**src/rtl/aes_shift_rows_stream.sv**
```systemverilog
// Byte-serial AES ShiftRows engine: collects a 16-byte state and applies the row rotation.
// The state is streamed back out one byte at a time and is also presented as a 128-bit word.
module aes_shift_rows_stream #(
   parameter bit INVERSE = 1'b0
) (
   input  logic         clk,
   input  logic         rst,
   input  logic [7:0]   in_byte,
   input  logic         in_valid,
   output logic         in_ready,
   output logic [7:0]   out_byte,
   output logic         out_valid,
   input  logic         out_ready,
   output logic         out_last,
   output logic [127:0] shifted_state,
   output logic         state_valid,
   output logic         busy
);

   typedef enum logic [1:0] {FILL, XFORM, DRAIN} StateT;

   StateT        r_state;
   StateT        w_nextState;
   logic [3:0]   r_inCnt;
   logic [3:0]   r_outCnt;
   logic [7:0]   r_buffer [16];
   logic [7:0]   w_bufNext [16];
   logic [127:0] r_shifted;
   logic [127:0] w_shifted;
   logic [6:0]   w_outBase;
   logic         w_inXfer;
   logic         w_outXfer;
   logic         w_lastIn;

   function automatic logic [3:0] srcIndex(input int c, input int r);
      if (INVERSE) return 4'(4 * ((c - r + 4) % 4) + r);
      else         return 4'(4 * ((c + r) % 4) + r);
   endfunction

   assign w_inXfer  = in_valid && in_ready;
   assign w_outXfer = out_valid && out_ready;
   assign w_lastIn  = w_inXfer && (r_inCnt == 4'd15);
   assign w_outBase = ~{r_outCnt, 3'b000};
   assign shifted_state = r_shifted;

   always_comb begin
      for (int k = 0; k < 16; k++) begin
         w_bufNext[k] = (w_inXfer && (r_inCnt == 4'(k))) ? in_byte : r_buffer[k];
      end
   end

   always_comb begin
      w_shifted = '0;
      for (int c = 0; c < 4; c++) begin
         for (int r = 0; r < 4; r++) begin
            w_shifted[127 - 8 * (4 * c + r) -: 8] = w_bufNext[srcIndex(c, r)];
         end
      end
   end

   always_ff @(posedge clk or posedge rst) begin
      if (rst) r_state <= FILL;
      else     r_state <= w_nextState;
   end

   always_comb begin
      w_nextState = r_state;
      case (r_state)
         FILL:    if (w_lastIn) w_nextState = XFORM;
         XFORM:   w_nextState = DRAIN;
         DRAIN:   if (w_outXfer && (r_outCnt == 4'd15)) w_nextState = FILL;
         default: w_nextState = FILL;
      endcase
   end

   // The permuted word is captured on the final fill transfer (with the
   // incoming byte bypassed) so shifted_state is already valid during the
   // one-cycle state_valid pulse in XFORM.
   always_ff @(posedge clk or posedge rst) begin
      if (rst) begin
         r_inCnt   <= 4'd0;
         r_outCnt  <= 4'd0;
         r_shifted <= '0;
         for (int k = 0; k < 16; k++) r_buffer[k] <= 8'h00;
      end else begin
         for (int k = 0; k < 16; k++) r_buffer[k] <= w_bufNext[k];
         if (w_inXfer) r_inCnt <= r_inCnt + 4'd1;
         if (w_lastIn) r_shifted <= w_shifted;
         if (r_state == XFORM) r_outCnt <= 4'd0;
         else if (w_outXfer)   r_outCnt <= r_outCnt + 4'd1;
      end
   end

   always_comb begin
      in_ready    = 1'b0;
      out_valid   = 1'b0;
      out_last    = 1'b0;
      out_byte    = 8'h00;
      state_valid = 1'b0;
      busy        = 1'b0;
      case (r_state)
         FILL: in_ready = 1'b1;
         XFORM: begin
            state_valid = 1'b1;
            busy        = 1'b1;
         end
         DRAIN: begin
            out_valid = 1'b1;
            out_last  = (r_outCnt == 4'd15);
            out_byte  = r_shifted[w_outBase -: 8];
            busy      = 1'b1;
         end
         default: in_ready = 1'b0;
      endcase
   end

endmodule

```
**config.mk**
```make
export PLATFORM = sky130hd
export DESIGN_NAME = aes_shift_rows_stream
export DESIGN_NICKNAME = d
export VERILOG_FILES = /design/src/rtl/aes_shift_rows_stream.sv
export SDC_FILE = /design/constraint.sdc
export NUM_CORES = 1
export LEC_CHECK = 0
export ABC_AREA = 1
export CAP_MARGIN = 25
export CORE_ASPECT_RATIO = 0.5
export CORE_MARGIN = 8
export CORE_UTILIZATION = 30
export DETAILED_ROUTE_END_ITERATION = 16
export GPL_TIMING_DRIVEN = 0
export PLACE_DENSITY_LB_ADDON = 0.25
export SLEW_MARGIN = 5
export SYNTH_ARGS = -nofsm -noshare
export SYNTH_HDL_FRONTEND = slang
export SYNTH_SLANG_ARGS = --single-unit
```
**constraint.sdc**
```tcl
create_clock -name clk -period 23.7 [get_ports clk]
set_input_delay 4.74 -clock clk [delete_from_list [all_inputs] [get_ports clk]]
set_output_delay 4.74 -clock clk [all_outputs]
set_load 0.05 [all_outputs]
```
# Word level (Yosys, flattened, before mapping)
# Index checks and enable logic that the tools add are counted.
dict set report op_classes {
  add_sub_neg 2
  eq_ne 20
  n_shift 1
  muxes 27
  n_bitwise 1
  reduce_logical 24
}
# cell n
set op_table {}
lappend op_table {{8-bit two-way mux} 17}
lappend op_table {{135-bit by 8-bit variable part select with 8-bit output} 1}
lappend op_table {{4-bit == test, second input constant} 9}
lappend op_table {{1-bit logical AND} 19}
lappend op_table {{4-bit by 3-bit == test with 1-bit output, second input constant} 4}
lappend op_table {{4-bit by 1-bit adder with 4-bit output, second input constant} 2}
lappend op_table {{4-bit by 2-bit == test with 1-bit output, second input constant} 2}
lappend op_table {{4-bit two-way mux} 2}
lappend op_table {{7-bit inverter} 1}
lappend op_table {{2-bit one-hot mux with 3 select lines} 1}
lappend op_table {{1-bit two-way mux} 5}
lappend op_table {{4-bit by 1-bit == test with 1-bit output, second input constant} 1}
lappend op_table {{4-bit zero test} 1}
lappend op_table {{2-bit two-way mux} 2}
lappend op_table {{2-bit != test, second input constant} 2}
lappend op_table {{2-bit by 1-bit == test with 1-bit output, second input constant} 1}
lappend op_table {{2-bit == test, second input constant} 1}
lappend op_table {{2-bit zero test} 1}
lappend op_table {{2-bit AND reduction} 1}
lappend op_table {{2-bit nonzero test} 1}
lappend op_table {{2-bit OR reduction} 1}
dict set report totals {
  regBits 266
  inputBits 12
  output_inout_bits 141
  elab_cells 95
}

# Depth between registers and ports, before layout
dict set report logic_depth {
  depth_word 6
  ltp_mapped 11
}

# Worst setup path after synthesis
# OpenSTA, ideal clock, no wires.
dict set report synth_timing {
  path_type {register to output}
  from {register r_state[0]}
  to {output port out_byte[0]}
  arrival_time_ns 2.114
  t_required_ns 18.960
  slack_ns 16.846
  path_stages_with_launch 5
  path_buffers 0
  cell_sequence {dfrtp_1 -> inv_1 -> ha_1 -> clkinv_1 -> a21oi_1}
}
dict set report synth_via {
  elab_chain_cells 2
}
# item line_no
set synth_rtl {}
lappend synth_rtl {{start, declared} 22} ;# StateT r_state;
lappend synth_rtl {{start signal, assigned} 63} ;# else r_state <= w_nextState;
lappend synth_rtl {{2-bit == test} 101} ;# case (r_state)
lappend synth_rtl {{8-bit two-way mux} 101}
lappend synth_rtl {{end, declared} 11} ;# output logic [7:0] out_byte,
# No other way between the ends.

# Worst setup path in the final report
dict set report layout_timing {
  from {register r_outCnt[0]}
  to {output port out_byte[1]}
}
dict set report layout_via {
  elab_chain_cells 3
}
# item line_no
set layout_rtl {}
lappend layout_rtl {{start, declared} 25} ;# logic [3:0] r_outCnt;
lappend layout_rtl {{start signal, assigned} 90} ;# else if (w_outXfer) r_outCnt <= r_outCnt + 4'd1;
lappend layout_rtl {{7-bit inverter} 43} ;# assign w_outBase = ~{r_outCnt, 3'b000};
lappend layout_rtl {{135-bit by 8-bit variable part select with 8-bit output} 110} ;# out_byte = r_shifted[w_outBase -: 8];
lappend layout_rtl {{8-bit two-way mux} 101}
# No other way between the ends.

==> flow_summary.yaml <==
clock_tree:
  cts_resized: 0
  clkSinkCount: 258
  htreeDepth: 1
  clkTransAtPathRegs_ns: 0.06
  postCtsSetupRepairBufs: 0
  root_buffer: "clkbuf_16"
  cts_hold_buf: 0
  cts.path.max_buffers: 3
  cts_buffers: 26
  cts_tree: "built"
  clock_latency_ns: 0.55
status:
  outcome: "finished, final reports clean"
final_layout:
  stdcell_area_sq_mm: 0.01423
  num_antenna_cells: 0
  syn_to_final_growth_pct: 27.53
  final_nets: 1513
  drive_above_1_share: 0.06548
sta:
  finalSetupViolCount: 0
  fmax_ghz: 0.1214
  setup_tns_ns: 0
  tightestPinTransition_ns: 1.131
  layout_min_cycle_time_ns: 8.236
  finClkSkew_ns: 0.01172
  hold_violations: 0
  fin_ws_ns: 15.46
  drv_slew: 0
  period_share: 0.3475
  rsz0062_at_grt: "false"
  whs_ns: 0.4965
  maxSlewHeadroom: 0.2462
floorplan:
  die_w_um: 288.8
  die_height_um: 152.4
  initial_core_util: 0.3014
  core_region_area_sq_mm: 0.03704
  io_pins: 153
  dieArea_sq_mm: 0.04401
  fp-row-count: 50
global_routing:
  antenna_found_initial: 2
  globalRouteOverflowTotal: 0
  grt_pass1_vias: 9482
  grt_usage: 0.1755
  grt_max_degree: 110
  grt_pass1_wl_um: 59310
pwr:
  peakVddDrop_mv: 0.06872
  p_leak_nw: 6.646
  power_density_mw_per_mm2: 163.7
synthesis:
  synth_fp_nets: 1330
  yosysTopAreaCell: "dfrtp_1"
  synth_top_area_frac: 0.5784
  synth_flop_cell: "dfrtp_1"
  yosysMostFrequentCell: "nand2_1"
  synthesis.area_sq_mm: 0.01116
  synth_cells: 1310
  yosys-top-cells-count: "403 x nand2_1, 258 x dfrtp_1, 220 x o21ai_0, 160 x inv_1, 113 x nand3_1"
  postSynth.asyncResetShare: 1.000
  synth-seq-area-share: 0.5784
  yosysUniqueCellTypes: 29
  synth_warnings: 0
  synth_area_leaders: "dfrtp_1 58%, nand2_1 14%, o21ai_0 9.9%"
  synth.avg_cell_area_sq_um: 8.521
  synth_enable_flop_cells: 0
  ys_ff_latch: 258
placed_design:
  dpl.hpwl_um: 29220
  gp_congestion: 0.8991
  io_buffer_count: 152
  dpl_cell_area_sq_mm: 0.01338
  dp_slack_ns: 16.13
drt:
  first_pass_iters: 6
  drc: 0
  drtIter0Drc: 855
  avgViaCountPerCell: 4.700
  drt_wl_total_um: 39280
  ant_nets: 0
  wire_per_inst_um: 19.58
  dr_total_vias: 9428
setup_path:
  critPathRequiredTime_ns: 18.96
  critical_path_peak_fanout: 10
  arrival_ns: 3.50
  critical_path_class: "reg2out"
  cp-end-kind: "primary output"
  start_kind: "flip-flop"
hold_path:
  min_path_type: "reg2reg"
job:
  cap_viol_max_count: 0
-- final timing paths --
check,from,endpoint,slack [ns],depth (start not counted)
max,r_outCnt[0],out_byte[1],15.46,9
min,r_buffer[61],r_buffer[61],0.50,2
max reg2reg,r_state[0],shifted_state[11],21.15,9
min reg2reg,r_buffer[61],r_buffer[61],0.50,2
max in group asynchronous,rst,r_buffer[64],18.11,3
min in group asynchronous,rst,shifted_state[79],4.64,2
-- power by group --
part	leakage, nW	total [mW]	switching, mW	internal, mW
logic	3.00	1.15	0.812	0.343
registers	3.22	0.751	0.110	0.641
clock network	0.426	0.425	0.179	0.246
total	6.65	2.33	1.10	1.23
-- routing by layer --
layer,vias to the layer above,share of wire,track usage
met2,278,0.47,0.2901
met4,0,0.026,0.04343
met5,-,0,0
li1,4505,-,-
met3,61,0.062,0.03097
met1,4584,0.44,0.2369
-- registers in the layout, summed over array words and instances (netlist names) --
| name | count |
|---|---|
| shifted_state | 128 |
| r_buffer | 120 |
| r_state | 2 |
| r_outCnt | 4 |
| r_inCnt | 4 |
-- worst max-delay path: stages, from the launching register on --
cell and delay (ns):
dfrtp_1 0.40, inv_1 0.07, clkbuf_1 0.42, clkbuf_1 0.60
nand2_1 0.10, nand3_1 0.12, nand3_1 0.13, nand3_1 0.21
a21oi_1 0.15, clkdlybuf4s50_1 0.73
-- stage by stage --
stage | utilization | cells | power, mW
final | 0.3844 | 2006 | 2.331
after global routing | 0.3844 | 2006 | 2.454
after CTS | 0.3844 | 2006 | 2.346
after detailed placement | 0.3611 | 1959 | 1.919
after global placement | 0.3592 | 1956 | 1.909
after floorplan | - | 1310 | 1.488
-- area by class of cell --
type	instances	area [sq um]
Fill cell	3824	22800
Sequential cell	258	6456
Multi-Input combinational cell	810	3665
Timing Repair Buffer	155	1588
Clock buffer	40	774.5
Inverter	166	630.6
Tap cell	494	618.1
Buffer	76	417.9
Clock inverter	7	85.08
-- cells in the final DEF, fill, tap and decap left out, types with 8 or more instances in the layout --
cell type / instances
clkbuf_16: 27
o21ai_0: 220
nand3_1: 113
clkdlybuf4s50_1: 152
nand2_1: 403
nor2_1: 14
o21ai_1: 18
dfrtp_1: 258
clkbuf_1: 36
buf_6: 8
buf_4: 14
buf_2: 22
inv_1: 159
a21oi_1: 17
ha_1: 8
-- logic make-up after synthesis --
family                   after synthesis  synth area share
AO/OA/AOI/OAI                        259            0.1173
XOR/XNOR                               3          0.002354
flip-flops                           258            0.5784
buffers and inverters                242           0.09326
AND/OR/NAND/NOR                      540            0.1998
adder cells (fa/ha/maj)                8          0.008968
(Power assumes the default switching activity.)
